**src/rtl/result_bcd_converter_if.sv**
```systemverilog
// result_bcd_converter_if
//   Bundles the request/result signals between the calculator datapath and the
//   BCD conversion stage.
//   master modport: drives start/select/a/b, observes busy/done and the BCD results.
//   slave modport : the converter itself.
//   Signals:
//     start      request a conversion (or a clear when select=10011)
//     select     ALU op code, 5 bits
//     a, b       primary (integer) and secondary (fraction) result words
//     busy       conversion in progress
//     done       one-cycle strobe when the BCD outputs have just been updated
//     int_bcd    packed BCD of a, most significant digit in the MSBs
//     frac_bcd   packed BCD of b (zero unless frac_valid)
//     frac_valid b was converted for this result
//     neg        a was shown as a negative magnitude
interface result_bcd_converter_if #(
  parameter int DATA_W = 16,
  parameter int DIGITS = 5
);
  logic                  start;
  logic [4:0]            select;
  logic [DATA_W-1:0]     a;
  logic [DATA_W-1:0]     b;
  logic                  busy;
  logic                  done;
  logic [4*DIGITS-1:0]   int_bcd;
  logic [4*DIGITS-1:0]   frac_bcd;
  logic                  frac_valid;
  logic                  neg;

  modport master (
    output start, select, a, b,
    input  busy, done, int_bcd, frac_bcd, frac_valid, neg
  );

  modport slave (
    input  start, select, a, b,
    output busy, done, int_bcd, frac_bcd, frac_valid, neg
  );
endinterface

```
**src/rtl/result_bcd_converter.sv**
```systemverilog
// result_bcd_converter
//   Captures the ALU result pair and op select, then converts a (and, for divide
//   and log, also b) to packed BCD using one double-dabble iteration per clock.
//   The results appear together with a one-cycle done strobe and are held until
//   the next conversion or clear.
// Ports:
//   clk  rising-edge clock
//   rst  asynchronous, active-high reset
//   bus  result_bcd_converter_if.slave (start/select/a/b in; busy/done/BCD out)
// Configuration macro:
//   SIGNED_RESULT_EN  when defined, a subtract result with its MSB set is shown
//                     as its two's-complement magnitude with neg=1.
module result_bcd_converter #(
  parameter int DATA_W = 16,
  parameter int DIGITS = 5
) (
  input  logic                      clk,
  input  logic                      rst,
  result_bcd_converter_if.slave     bus
);

  localparam int                 BCD_W = 4 * DIGITS;
  localparam int                 CNT_W = (DATA_W > 1) ? $clog2(DATA_W) : 1;
  localparam logic [CNT_W-1:0]   LAST  = CNT_W'(DATA_W - 1);

  localparam logic [4:0] SEL_DIV = 5'b00011;
  localparam logic [4:0] SEL_LOG = 5'b10010;
  localparam logic [4:0] SEL_CLR = 5'b10011;
`ifdef SIGNED_RESULT_EN
  localparam logic [4:0] SEL_SUB = 5'b00001;
`endif

  typedef enum logic [1:0] {IDLE, CONV_A, CONV_B, DONE} state_t;

  state_t             state_q, state_d;
  logic [DATA_W-1:0]  shift_q, shift_d;
  logic [DATA_W-1:0]  b_hold_q, b_hold_d;
  logic               two_word_q, two_word_d;
  logic               neg_pend_q, neg_pend_d;
  logic [BCD_W-1:0]   acc_q, acc_d;
  logic [BCD_W-1:0]   int_hold_q, int_hold_d;
  logic [CNT_W-1:0]   cnt_q, cnt_d;
  logic               busy_q, busy_d;
  logic               done_q, done_d;
  logic [BCD_W-1:0]   int_bcd_q, int_bcd_d;
  logic [BCD_W-1:0]   frac_bcd_q, frac_bcd_d;
  logic               frac_valid_q, frac_valid_d;
  logic               neg_q, neg_d;

  logic [BCD_W-1:0]   adj;
  logic [BCD_W-1:0]   step;

  // Add 3 to every digit that is 5 or more so the following shift carries
  // correctly into the next decimal digit.
  function automatic logic [BCD_W-1:0] add3(input logic [BCD_W-1:0] v);
    logic [BCD_W-1:0] r;
    r = v;
    for (int i = 0; i < DIGITS; i++) begin
      if (v[4*i +: 4] >= 4'd5) r[4*i +: 4] = v[4*i +: 4] + 4'd3;
    end
    return r;
  endfunction

  always_comb begin
    state_d      = state_q;
    shift_d      = shift_q;
    b_hold_d     = b_hold_q;
    two_word_d   = two_word_q;
    neg_pend_d   = neg_pend_q;
    acc_d        = acc_q;
    int_hold_d   = int_hold_q;
    cnt_d        = cnt_q;
    busy_d       = busy_q;
    done_d       = 1'b0;
    int_bcd_d    = int_bcd_q;
    frac_bcd_d   = frac_bcd_q;
    frac_valid_d = frac_valid_q;
    neg_d        = neg_q;

    adj  = add3(acc_q);
    step = {adj[BCD_W-2:0], shift_q[DATA_W-1]};

    case (state_q)
      IDLE: begin
        // A start coinciding with the done strobe belongs to the previous
        // result's handshake and is dropped.
        if (bus.start && !done_q) begin
          if (bus.select == SEL_CLR) begin
            int_bcd_d    = '0;
            frac_bcd_d   = '0;
            frac_valid_d = 1'b0;
            neg_d        = 1'b0;
          end else begin
            shift_d    = bus.a;
            b_hold_d   = bus.b;
            two_word_d = (bus.select == SEL_DIV) || (bus.select == SEL_LOG);
            neg_pend_d = 1'b0;
`ifdef SIGNED_RESULT_EN
            if ((bus.select == SEL_SUB) && bus.a[DATA_W-1]) begin
              shift_d    = -bus.a;
              neg_pend_d = 1'b1;
            end
`endif
            acc_d   = '0;
            cnt_d   = '0;
            busy_d  = 1'b1;
            state_d = CONV_A;
          end
        end
      end

      // On the last a-iteration the finished digits are parked so the same
      // accumulator can be reused for b.
      CONV_A: begin
        acc_d   = step;
        shift_d = shift_q << 1;
        cnt_d   = cnt_q + CNT_W'(1);
        if (cnt_q == LAST) begin
          int_hold_d = step;
          acc_d      = '0;
          cnt_d      = '0;
          shift_d    = b_hold_q;
          state_d    = two_word_q ? CONV_B : DONE;
        end
      end

      CONV_B: begin
        acc_d   = step;
        shift_d = shift_q << 1;
        cnt_d   = cnt_q + CNT_W'(1);
        if (cnt_q == LAST) begin
          cnt_d   = '0;
          state_d = DONE;
        end
      end

      DONE: begin
        int_bcd_d    = int_hold_q;
        frac_bcd_d   = two_word_q ? acc_q : '0;
        frac_valid_d = two_word_q;
        neg_d        = neg_pend_q;
        done_d       = 1'b1;
        busy_d       = 1'b0;
        state_d      = IDLE;
      end

      default: state_d = IDLE;
    endcase
  end

  always_ff @(posedge clk or posedge rst) begin
    if (rst) begin
      state_q      <= IDLE;
      shift_q      <= '0;
      b_hold_q     <= '0;
      two_word_q   <= 1'b0;
      neg_pend_q   <= 1'b0;
      acc_q        <= '0;
      int_hold_q   <= '0;
      cnt_q        <= '0;
      busy_q       <= 1'b0;
      done_q       <= 1'b0;
      int_bcd_q    <= '0;
      frac_bcd_q   <= '0;
      frac_valid_q <= 1'b0;
      neg_q        <= 1'b0;
    end else begin
      state_q      <= state_d;
      shift_q      <= shift_d;
      b_hold_q     <= b_hold_d;
      two_word_q   <= two_word_d;
      neg_pend_q   <= neg_pend_d;
      acc_q        <= acc_d;
      int_hold_q   <= int_hold_d;
      cnt_q        <= cnt_d;
      busy_q       <= busy_d;
      done_q       <= done_d;
      int_bcd_q    <= int_bcd_d;
      frac_bcd_q   <= frac_bcd_d;
      frac_valid_q <= frac_valid_d;
      neg_q        <= neg_d;
    end
  end

  assign bus.busy       = busy_q;
  assign bus.done       = done_q;
  assign bus.int_bcd    = int_bcd_q;
  assign bus.frac_bcd   = frac_bcd_q;
  assign bus.frac_valid = frac_valid_q;
  assign bus.neg        = neg_q;

endmodule

```
**src/flat_wrapper.sv**
```systemverilog
// flat-port wrapper written by rule: the top's interface ports become plain ports
module result_bcd_converter_flat 
#(
  parameter int DATA_W = 16,
  parameter int DIGITS = 5
)
  (clk, rst, bus_start, bus_select, bus_a, bus_b, bus_busy, bus_done, bus_int_bcd, bus_frac_bcd, bus_frac_valid, bus_neg);
  result_bcd_converter_if #(.DATA_W(DATA_W), .DIGITS(DIGITS)) bus_i ();
  input  logic clk;
  input  logic rst;
  input wire logic [$bits(bus_i.start)-1:0] bus_start;
  input wire logic [$bits(bus_i.select)-1:0] bus_select;
  input wire logic [$bits(bus_i.a)-1:0] bus_a;
  input wire logic [$bits(bus_i.b)-1:0] bus_b;
  output wire logic [$bits(bus_i.busy)-1:0] bus_busy;
  output wire logic [$bits(bus_i.done)-1:0] bus_done;
  output wire logic [$bits(bus_i.int_bcd)-1:0] bus_int_bcd;
  output wire logic [$bits(bus_i.frac_bcd)-1:0] bus_frac_bcd;
  output wire logic [$bits(bus_i.frac_valid)-1:0] bus_frac_valid;
  output wire logic [$bits(bus_i.neg)-1:0] bus_neg;
  assign bus_i.start = bus_start;
  assign bus_i.select = bus_select;
  assign bus_i.a = bus_a;
  assign bus_i.b = bus_b;
  assign bus_busy = bus_i.busy;
  assign bus_done = bus_i.done;
  assign bus_int_bcd = bus_i.int_bcd;
  assign bus_frac_bcd = bus_i.frac_bcd;
  assign bus_frac_valid = bus_i.frac_valid;
  assign bus_neg = bus_i.neg;
  result_bcd_converter #(.DATA_W(DATA_W), .DIGITS(DIGITS)) u_core (.clk(clk), .rst(rst), .bus(bus_i));
endmodule
```
**config.mk**
```make
export PLATFORM = sky130hd
export DESIGN_NAME = result_bcd_converter_flat
export DESIGN_NICKNAME = d
export VERILOG_FILES = /design/src/rtl/result_bcd_converter_if.sv /design/src/rtl/result_bcd_converter.sv /design/src/flat_wrapper.sv
export SDC_FILE = /design/constraint.sdc
export NUM_CORES = 1
export LEC_CHECK = 0
export CORE_MARGIN = 1.5
export CORE_UTILIZATION = 54
export CTS_CLUSTER_SIZE = 25
export DETAILED_ROUTE_END_ITERATION = 10
export PLACE_DENSITY_LB_ADDON = 0.25
export SYNTH_ARGS = -nofsm -noshare
export SYNTH_HDL_FRONTEND = slang
export SYNTH_SLANG_ARGS = --single-unit
export TNS_END_PERCENT = 100
```
**constraint.sdc**
```tcl
create_clock -name clk -period 5.7 [get_ports clk]
set_input_delay 1.14 -clock clk [delete_from_list [all_inputs] [get_ports clk]]
set_output_delay 1.14 -clock clk [all_outputs]
set_load 0.005 [all_outputs]
```
==> flow_summary.json, run 1 <==
{
  "synth_ff_type": "dfrtp_1",
  "leakagePower_uw": 0.00300,
  "grt_max_degree": 92,
  "synth_top_cell_by_area": "dfrtp_1",
  "grt_pass1_wl_mm": 20.7,
  "dieArea_um2": 11100,
  "syn_to_final_growth_pct": 25.2,
  "yosysTopAreaCellShare_pct": 54.1,
  "vdd_drop_max_mv": 0.323,
  "cts.sinks": 122,
  "startpoint": "bus_select[1]",
  "slew_headroom_pct": 22.7,
  "rr_worst_depth": 5,
  "fin_skew_ns": 0.00882,
  "syn_nets": 623,
  "period_share_pct": 53.1,
  "critical_path_peak_fanout": 81,
  "yosys-top-cells-area": "dfrtp_1 54%, o21ai_0 6.2%, mux2_2 4.6%",
  "holdPathEnd": "u_core.int_hold_q[9]",
  "dr_total_vias": 4353,
  "synth_area_per_cell_um2": 9.93,
  "nNetsFinal": 692,
  "root_buffer": "clkbuf_8",
  "status": "complete, no violations",
  "hold_class": "reg2reg",
  "drive_above_1_share_pct": 9.24,
  "grt_pass1_vias": 4382,
  "tightest_slew_ns": 1.16,
  "core_area_um2": 10200,
  "critPathKind": "in2reg",
  "cp-end-kind": "flop",
  "cts_inserted_buffers": 17,
  "routed_wl_mm": 12.1,
  "io_pins": 84,
  "ys_seq_area_share_pct": 54.1,
  "clockBufferDepth": 2,
  "clkLatencyLatePin_ns": 0.51,
  "portBuffers": 82,
  "min_period_ns": 3.03,
  "power.total_uw": 3210,
  "r2r_start": "u_core.state_q[0]",
  "overflow": 0,
  "vias_per_cell": 5.55,
  "dp_cells": 754,
  "die_w_um": 105,
  "cts_tree": "yes",
  "detail-route-antenna-nets": 0,
  "fin_cells": 785,
  "hold_start": "u_core.int_hold_q[9]",
  "yosys_warnings": 0,
  "holdPathStages": 2,
  "syn_inst": 568,
  "powerDensity_nw_per_um2": 454,
  "synth_edf_count": 0,
  "dp_hpwl_mm": 7.66,
  "fmax_mhz": 330,
  "drtPass1Iterations": 7,
  "timing.rr.end": "u_core.acc_q[11]",
  "post-route-drc-count": 0,
  "htree_levels": 4,
  "routabilityCongestion": 0.839,
  "regToRegSetupSlack_ns": 2.86,
  "die_y_um": 105,
  "cts_resized": 0,
  "setup_viol": 0,
  "clk_pin_slew_ns": 0.05,
  "maxCapViolCount": 0,
  "grt_usage_pct": 23.4,
  "startpoint_type": "input port",
  "async_flop_share_pct": 100,
  "worstPathRequired_ns": 6.09,
  "wl_per_cell_um": 15.4,
  "cts.repair_timing.setup_buffer_count": 0,
  "antenna_found_initial": 0,
  "syn-cell-area_um2": 5640,
  "drtIter0Drc": 291,
  "fillers": 767,
  "initial_utilization_pct": 55.2,
  "cts_hold_buf": 0,
  "synth_seq_cells": 122,
  "yosysUniqueCellTypes": 42,
  "diodes": 0,
  "finalSetupTns_ns": 0,
  "arrival_ns": 3.42,
  "rows": 37,
  "hold_viol": 0,
  "drv_slew": 0,
  "rsz0062_at_grt": "no"
}
-- cell usage after synthesis, types with 5 or more instances --
library cell,instances
a21oi_1,16
o22ai_1,6
nand2b_1,10
ha_1,15
buf_2,8
o21ai_1,8
and3_1,16
clkbuf_1,19
o21ai_0,70
xnor2_1,6
mux2_2,23
nand3_1,45
nand2_1,60
nor2_1,12
o31ai_1,17
inv_1,60
dfrtp_1,122
a31oi_1,5
a221oi_1,15
-- final cells by class --
type	count	area, µm²	area share, %
Tap cell	136	170	2.41
Timing Repair Buffer	86	851	12.0
Sequential cell	122	3050	43.2
Inverter	61	231	3.28
Clock buffer	22	443	6.27
Clock inverter	9	123	1.74
Multi-Input combinational cell	349	2190	31.1
-- metal layers --
metal | vias up | wire length (µm) | track usage (%)
met5 | - | 0 | 0
met1 | 2120 | 5330 | 30.7
met3 | 15 | 723 | 5.57
met4 | 0 | 144 | 8.02
li1 | 2093 | - | -
met2 | 125 | 5860 | 38.3
-- worst max-delay path, stage by stage --
cell and delay [ns]:
clkdlybuf4s50_1 0.44, or3b_1 0.49, o41ai_4 0.32, buf_4 0.61, mux2_2 0.40
-- worst max-delay path by stage --
stage / to / slack, ns / cells past startpoint
3_5_place_dp: u_core.bus.frac_valid / 2.15 / 5
3_3_place_gp: u_core.bus.frac_valid / 2.19 / 5
5_1_grt: u_core.bus.frac_valid / 2.58 / 5
6_report: u_core.bus.frac_valid / 2.67 / 5
4_1_cts: u_core.bus.frac_valid / 2.68 / 5
2_1_floorplan: u_core.acc_q[0] / 1.32 / 1
-- metrics by stage --
stage / area (µm²) / setup WS (ns) / util, % / hold WS, ns
2_1_floorplan: 5640 / 1.32 / - / 0.447
3_3_place_gp: 6500 / 2.19 / 63.5 / 0.459
3_5_place_dp: 6500 / 2.15 / 63.5 / 0.469
4_1_cts: 7070 / 2.68 / 69.1 / 0.482
5_1_grt: 7070 / 2.58 / 69.1 / 0.501
6_report: 7070 / 2.67 / 69.1 / 0.481
-- layout by cell type, fill, tap and decap left out, types with 2 or more instances in the layout --
cell type	instances
ha_1	15
o22ai_1	6
a21oi_1	16
nor3b_1	4
o21ai_0	70
clkinv_2	5
clkbuf_1	4
inv_1	59
nand3_1	45
buf_4	4
and3_1	16
o21ai_1	8
a22o_1	2
clkbuf_8	2
nand2b_1	10
mux2_2	23
bufinv_16	3
a221oi_1	15
dfrtp_1	122
o31ai_1	17
nand2_1	60
clkbuf_16	16
clkdlybuf4s50_1	82
o2bb2ai_1	2
xnor2_1	6
a31oi_1	5
o211a_1	2
nor2_1	12
-- state kept, by name, summed over array words and instances (netlist names) --
register and count:
u_core.bus.done 1, u_core.bus.busy 1, u_core.bus.frac_valid 1, u_core.bus.frac_bcd 20, u_core.bus.int_bcd 20, u_core.two_word_q 1
u_core.shift_q 16, u_core.int_hold_q 20, u_core.b_hold_q 16, u_core.cnt_q 4, u_core.acc_q 20, u_core.state_q 2
-- logic make-up (layout without fill, tap and decap cells) --
logic type / after synthesis / in the layout / synth area share (%)
xor gates and xnor gates: 6 / 6 / 0.931
and+or+nand+nor: 155 / 155 / 13.2
other: 1 / 1 / 0.0665
muxes: 24 / 24 / 4.77
DFF: 122 / 122 / 54.1
buffers and inverters: 97 / 178 / 7.32
AOI/OAI and AO/OA: 148 / 148 / 16.3
adders and majority gates: 15 / 15 / 3.33
-- power breakdown --
group / leakage, µW / switching (µW) / internal [µW] / total, µW
Sequential: 0.00164 / 98.5 / 1030 / 1130
Clock: 0.000278 / 363 / 670 / 1030
Combinational: 0.00109 / 686 / 361 / 1050
Total: 0.00300 / 1150 / 2060 / 3210
Power figures use the tool's default switching activity.
==> run 2, diff against run 1 <==
--- a/config.mk
+++ b/config.mk
@@ -6,7 +6,7 @@
 export NUM_CORES = 1
 export LEC_CHECK = 0
 export CORE_MARGIN = 1.5
-export CORE_UTILIZATION = 54
+export CORE_UTILIZATION = 49
 export CTS_CLUSTER_SIZE = 25
 export DETAILED_ROUTE_END_ITERATION = 10
 export PLACE_DENSITY_LB_ADDON = 0.25
==> constraint.sdc (replaced) <==
create_clock -name clk -period 2.71 [get_ports clk]
set_input_delay 0.542 -clock clk [delete_from_list [all_inputs] [get_ports clk]]
set_output_delay 0.542 -clock clk [all_outputs]
set_load 0.005 [all_outputs]
==> run 2 against run 1 <==
- worst setup slack got worse by 2.1 ns
- via count increased by 0.37%
- non-clock buffer count increased by 9
- combinational power increased by 120%
- first-iteration DRC count decreased by 1.7%
- critical path depth increased by 1
==> flow_summary.json, run 2 (synthesized netlist as in run 1, its figures left out) <==
{
  "leakagePower_uw": 0.00307,
  "powerDensity_nw_per_um2": 971,
  "diodes": 0,
  "drv_slew": 0,
  "startpoint_type": "input port",
  "cts_tree": "yes",
  "worstPathRequired_ns": 3.04,
  "rsz0062_at_grt": "no",
  "place_area_um2": 6620,
  "die_y_um": 110,
  "rows": 39,
  "htree_levels": 4,
  "routabilityCongestion": 0.808,
  "grt_pass1_vias": 4287,
  "critPathKind": "in2reg",
  "vias_per_cell": 5.45,
  "drtIter0Drc": 286,
  "seqCellArea_um2": 3050,
  "drt-met1-wl_mm": 5.31,
  "antenna_found_initial": 0,
  "min_period_ns": 2.15,
  "maxCapViolCount": 0,
  "cts.repair_timing.setup_buffer_count": 0,
  "vdd_drop_max_mv": 0.615,
  "final_area_um2": 7220,
  "clockBufferDepth": 2,
  "portBuffers": 82,
  "dieArea_um2": 12200,
  "syn_to_final_growth_pct": 28.0,
  "arrival_ns": 2.48,
  "slew_headroom_pct": 46.3,
  "cts.sinks": 122,
  "critical_path_peak_fanout": 80,
  "layout_commonest_cell": "dfrtp_1",
  "met3_length_um": 640,
  "drtPass1Iterations": 4,
  "grt_max_degree": 123,
  "cp-end-kind": "flop",
  "period_share_pct": 79.2,
  "dr_total_vias": 4369,
  "multi_input_area_um2": 2190,
  "dp_hpwl_mm": 7.95,
  "setup_viol": 0,
  "nNetsFinal": 701,
  "routed_wl_mm": 12.0,
  "tightest_slew_ns": 0.806,
  "clk_pin_slew_ns": 0.06,
  "hold_class": "reg2reg",
  "overflow": 0,
  "post-route-drc-count": 0,
  "fmax_mhz": 466,
  "root_buffer": "clkbuf_16",
  "core_area_um2": 11300,
  "fillers": 923,
  "wl_per_cell_um": 15.0,
  "mostFrequentLayoutCells": "122 x dfrtp_1, 82 x clkdlybuf4s50_1, 70 x o21ai_0, 60 x nand2_1, 59 x inv_1",
  "initial_utilization_pct": 49.8,
  "met2_length_mm": 5.87,
  "cts_hold_buf": 0,
  "top_layer": "met4",
  "grt_usage_pct": 21.5,
  "cts_resized": 0,
  "status": "complete, no violations",
  "io_pins": 84,
  "die_w_um": 110,
  "clkLatencyLatePin_ns": 0.41,
  "hold_viol": 0,
  "grt_pass1_wl_mm": 20.1,
  "fin_skew_ns": 0.00765,
  "drive_above_1_share_pct": 11.2,
  "detail-route-antenna-nets": 0,
  "cts_inserted_buffers": 17,
  "finalSetupTns_ns": 0
}
[run 2: cell count changes in the layout (fill, tap and decap cells not counted), sizes merged]
cell / change
buf: +9
clkbuf: -4
clkinvlp: +4
inv: +2
clkinv: -1
[run 2: power breakdown]
| group | internal [µW] | switching [µW] |
|---|---|---|
| Combinational | 905 | 1430 |
| Clock | 1470 | 831 |
| Sequential | 2170 | 210 |
[run 2: final timing paths]
kind / start / end / slack (ns) / cells past startpoint
max: bus_select[1] / u_core.bus.frac_bcd[10] / 0.56 / 6
min: u_core.shift_q[3] / u_core.shift_q[3] / 0.48 / 2
max reg2reg: u_core.state_q[1] / u_core.shift_q[9] / 0.58 / 7
min reg2reg: u_core.shift_q[3] / u_core.shift_q[3] / 0.48 / 2
max in group asynchronous: rst / u_core.bus.int_bcd[4] / 1.53 / 3
min in group asynchronous: rst / u_core.bus.frac_valid / 0.61 / 3
[run 2: layer usage]
metal / vias up / global-route usage, %
li1: 2116 / -
met4: 0 / 8.61
met2: 113 / 34.2
met5: - / 0
met3: 19 / 6.11
met1: 2121 / 27.8
[run 2: layout make-up]
type / instances / share of cell area, %
sequential: 122 / 42.3
clock inverter: 14 / 2.36
tap: 143 / 2.48
timing repair buffer: 95 / 13.2
multi-input combinational: 349 / 30.4
inverter: 61 / 3.22
clock buffer: 18 / 6.08
[run 2: critical path, cell delays in order]
cell             delay [ns]
clkdlybuf4s50_1        0.44
or3b_1                 0.49
o41ai_4                0.42
buf_12                 0.30
nand3_1                0.12
o21ai_0                0.11
[run 2: per-stage QoR]
step	power [µW]	hold slack [ns]	util, %	instances	setup WS [ns]
CTS	7090	0.486	63.8	802	0.560
global placement	4640	0.464	58.4	770	0.217
detailed placement	4760	0.472	58.4	770	0.151
finish	7020	0.483	63.8	802	0.564
floorplan	4130	0.447	-	568	0.618
global route	7460	0.511	63.8	802	0.394
==> run 3, diff against run 2 <==
==> constraint.sdc (replaced) <==
create_clock -name clk -period 1.8 [get_ports clk]
set_input_delay 0.36 -clock clk [delete_from_list [all_inputs] [get_ports clk]]
set_output_delay 0.36 -clock clk [all_outputs]
set_load 0.005 [all_outputs]
==> run 3 against run 2 <==
- the flow now finishes with violations (negative setup slack)
- utilization rose by 5.4 points
- cell area rose by 8.5%
- register-to-register slack lost 0.62 ns
- global-route usage up 1.6 points
- routed wire length increased by 10%
- power rose by 77%
- sequential share of layout area shrank 3.3 points
- first-iteration DRC count is 24% lower
- clock skew fell by 0.00050 ns
- flip-flop and latch count stayed put
- critical path depth is 1 higher
==> flow_summary.json, run 3 (synthesized netlist as in run 1, its figures left out) <==
{
  "cp-end-kind": "flop",
  "leakagePower_uw": 0.00330,
  "critical_path_peak_fanout": 11,
  "io_pins": 84,
  "vias_per_cell": 5.55,
  "hold_viol": 0,
  "startpoint_type": "flop",
  "dieArea_um2": 12200,
  "routed_wl_mm": 13.2,
  "syn_to_final_growth_pct": 38.9,
  "detail-route-antenna-nets": 0,
  "antenna_found_initial": 0,
  "min_period_ns": 1.84,
  "post-route-drc-count": 0,
  "grt_pass1_wl_mm": 21.5,
  "grt.met1_usage_pct": 29.9,
  "routabilityCongestion": 0.830,
  "nNetsFinal": 729,
  "initial_utilization_pct": 49.8,
  "switching_power_uw": 4280,
  "violations": "negative setup slack",
  "grt_usage_pct": 23.1,
  "drive_above_1_share_pct": 21.3,
  "hold_class": "in2async",
  "clkLatencyLatePin_ns": 0.41,
  "wl_per_cell_um": 15.9,
  "fmax_mhz": 545,
  "vdd_drop_max_mv": 1.02,
  "use_met2_pct": 36.9,
  "multi_input_area_um2": 2440,
  "power.total_uw": 12400,
  "root_buffer": "clkbuf_16",
  "maxCapViolCount": 0,
  "powerDensity_nw_per_um2": 1580,
  "dp_cells": 790,
  "place_area_um2": 6860,
  "die_w_um": 110,
  "overflow": 0,
  "arrival_ns": 2.12,
  "die_y_um": 110,
  "diodes": 0,
  "period_share_pct": 102,
  "dr_total_vias": 4605,
  "switching_share_pct": 34.5,
  "pwr-share-seq_pct": 29.1,
  "clkPwrFrac_pct": 30.0,
  "setup_slack_ns": -0.0351,
  "cp_num_buf_inv": 2,
  "seqCellArea_um2": 3050,
  "grt_pass1_vias": 4529,
  "cts_inserted_buffers": 17,
  "portBuffers": 82,
  "core_area_um2": 11300,
  "grt_max_degree": 87,
  "fin_cells": 830,
  "worstPathRequired_ns": 2.09,
  "cp_cell_sequence": "inv_2 > ha_2 > nand4b_1 > o211a_4 > clkbuf_16 > a221oi_1 > o21ai_0",
  "drtIter0Drc": 218,
  "cts.sinks": 122,
  "rsz0062_at_grt": "yes",
  "clockBufferDepth": 2,
  "comb_power_share_pct": 40.9,
  "dp_hpwl_mm": 8.47,
  "drtPass1Iterations": 4,
  "setup_viol": 3,
  "clk_pin_slew_ns": 0.05,
  "critPathKind": "reg2reg",
  "final_util_pct": 69.3,
  "drv_slew": 0,
  "fin_skew_ns": 0.00714,
  "cts_tree": "yes",
  "final_area_um2": 7840,
  "cp_slowest_cell": "dfrtp_1",
  "post-place-ws_ns": -0.435,
  "cp_top_family": "compound AO/OA/AOI/OAI gates",
  "fillers": 862,
  "critPathMaxStageDelay_ns": 0.41,
  "layout_commonest_cell": "dfrtp_1",
  "p_int_uw": 8140,
  "htree_levels": 4,
  "rows": 39,
  "grt_busiest_layer": "met2",
  "status": "complete, but fails checks",
  "use_met3_pct": 6.47,
  "mostFrequentLayoutCells": "121 x dfrtp_1, 82 x clkdlybuf4s50_1, 59 x nand2_1, 56 x inv_1, 55 x o21ai_0"
}
[run 3: cell types whose count changed in the layout (fill, tap and decap cells not counted), sizes merged]
| cell | previous run | this run |
|---|---|---|
| clkbuf | 18 | 21 |
| clkinv | 5 | 4 |
| bufinv | 3 | 5 |
| buf | 13 | 40 |
| inv | 62 | 59 |
[run 3: final cells by class]
type                    instances  share of cell area (%)
clock inverters                12                    2.49
well taps                     143                    2.28
inverters                      61                    2.97
clock buffers                  20                    5.83
flip-flops and latches        122                    39.0
repair buffers                123                    16.4
multi-input cells             349                    31.1
[run 3: final timing paths]
path,slack [ns],depth (start not counted),to,start
max in group asynchronous,1.00,3,u_core.bus.frac_bcd[12],rst
hold / removal,0.43,3,u_core.bus.frac_bcd[8],rst
min in group clk,0.48,2,u_core.int_hold_q[4],u_core.int_hold_q[4]
setup reg to reg,-0.04,7,u_core.shift_q[3],u_core.state_q[0]
setup / recovery,-0.04,7,u_core.shift_q[3],u_core.state_q[0]
hold reg to reg,0.48,2,u_core.int_hold_q[4],u_core.int_hold_q[4]
[run 3: power by group through the flow]
stage | Combinational, µW | Sequential, µW | Clock, µW
2_1_floorplan | 2710 | 3520 | 0
3_3_place_gp | 4080 | 3580 | 0
3_5_place_dp | 4240 | 3610 | 0
4_1_cts | 4420 | 3570 | 3770
5_1_grt | 5520 | 3670 | 3910
6_report | 5080 | 3620 | 3730
[run 3: per-layer routing]
| metal | vias up | part of all wire, % |
|---|---|---|
| li1 | 2181 | - |
| met1 | 2257 | 43 |
| met2 | 146 | 50 |
| met3 | 21 | 5.1 |
| met4 | 0 | 1.7 |
| met5 | - | 0 |
[run 3: timing repair]
item	CTS	global route
buffers inserted	2	5
endpoints found under the setup margin	60	71
gates resized for setup	13	54
pin swaps	2	4
hold buffers	0	0
gates cloned	0	1
[run 3: metrics by stage]
stage | setup TNS [ns] | hold WS (ns)
after floorplan | -10.50 | 0.447
after global placement | -33.10 | 0.463
after detailed placement | -35.70 | 0.471
after CTS | -0.0415 | 0.457
after global routing | -1.87 | 0.500
final | -0.0573 | 0.432
[run 3: worst reg2reg max path: cells and delay by family (launching register included)]
kind                     cells  cell delay [ns]
AO/OA/AOI/OAI                3             0.56
adder cells (fa/ha/maj)      1             0.22
AND/OR/NAND/NOR              1             0.25
flip-flops                   1             0.41
buffers and inverters        2             0.27
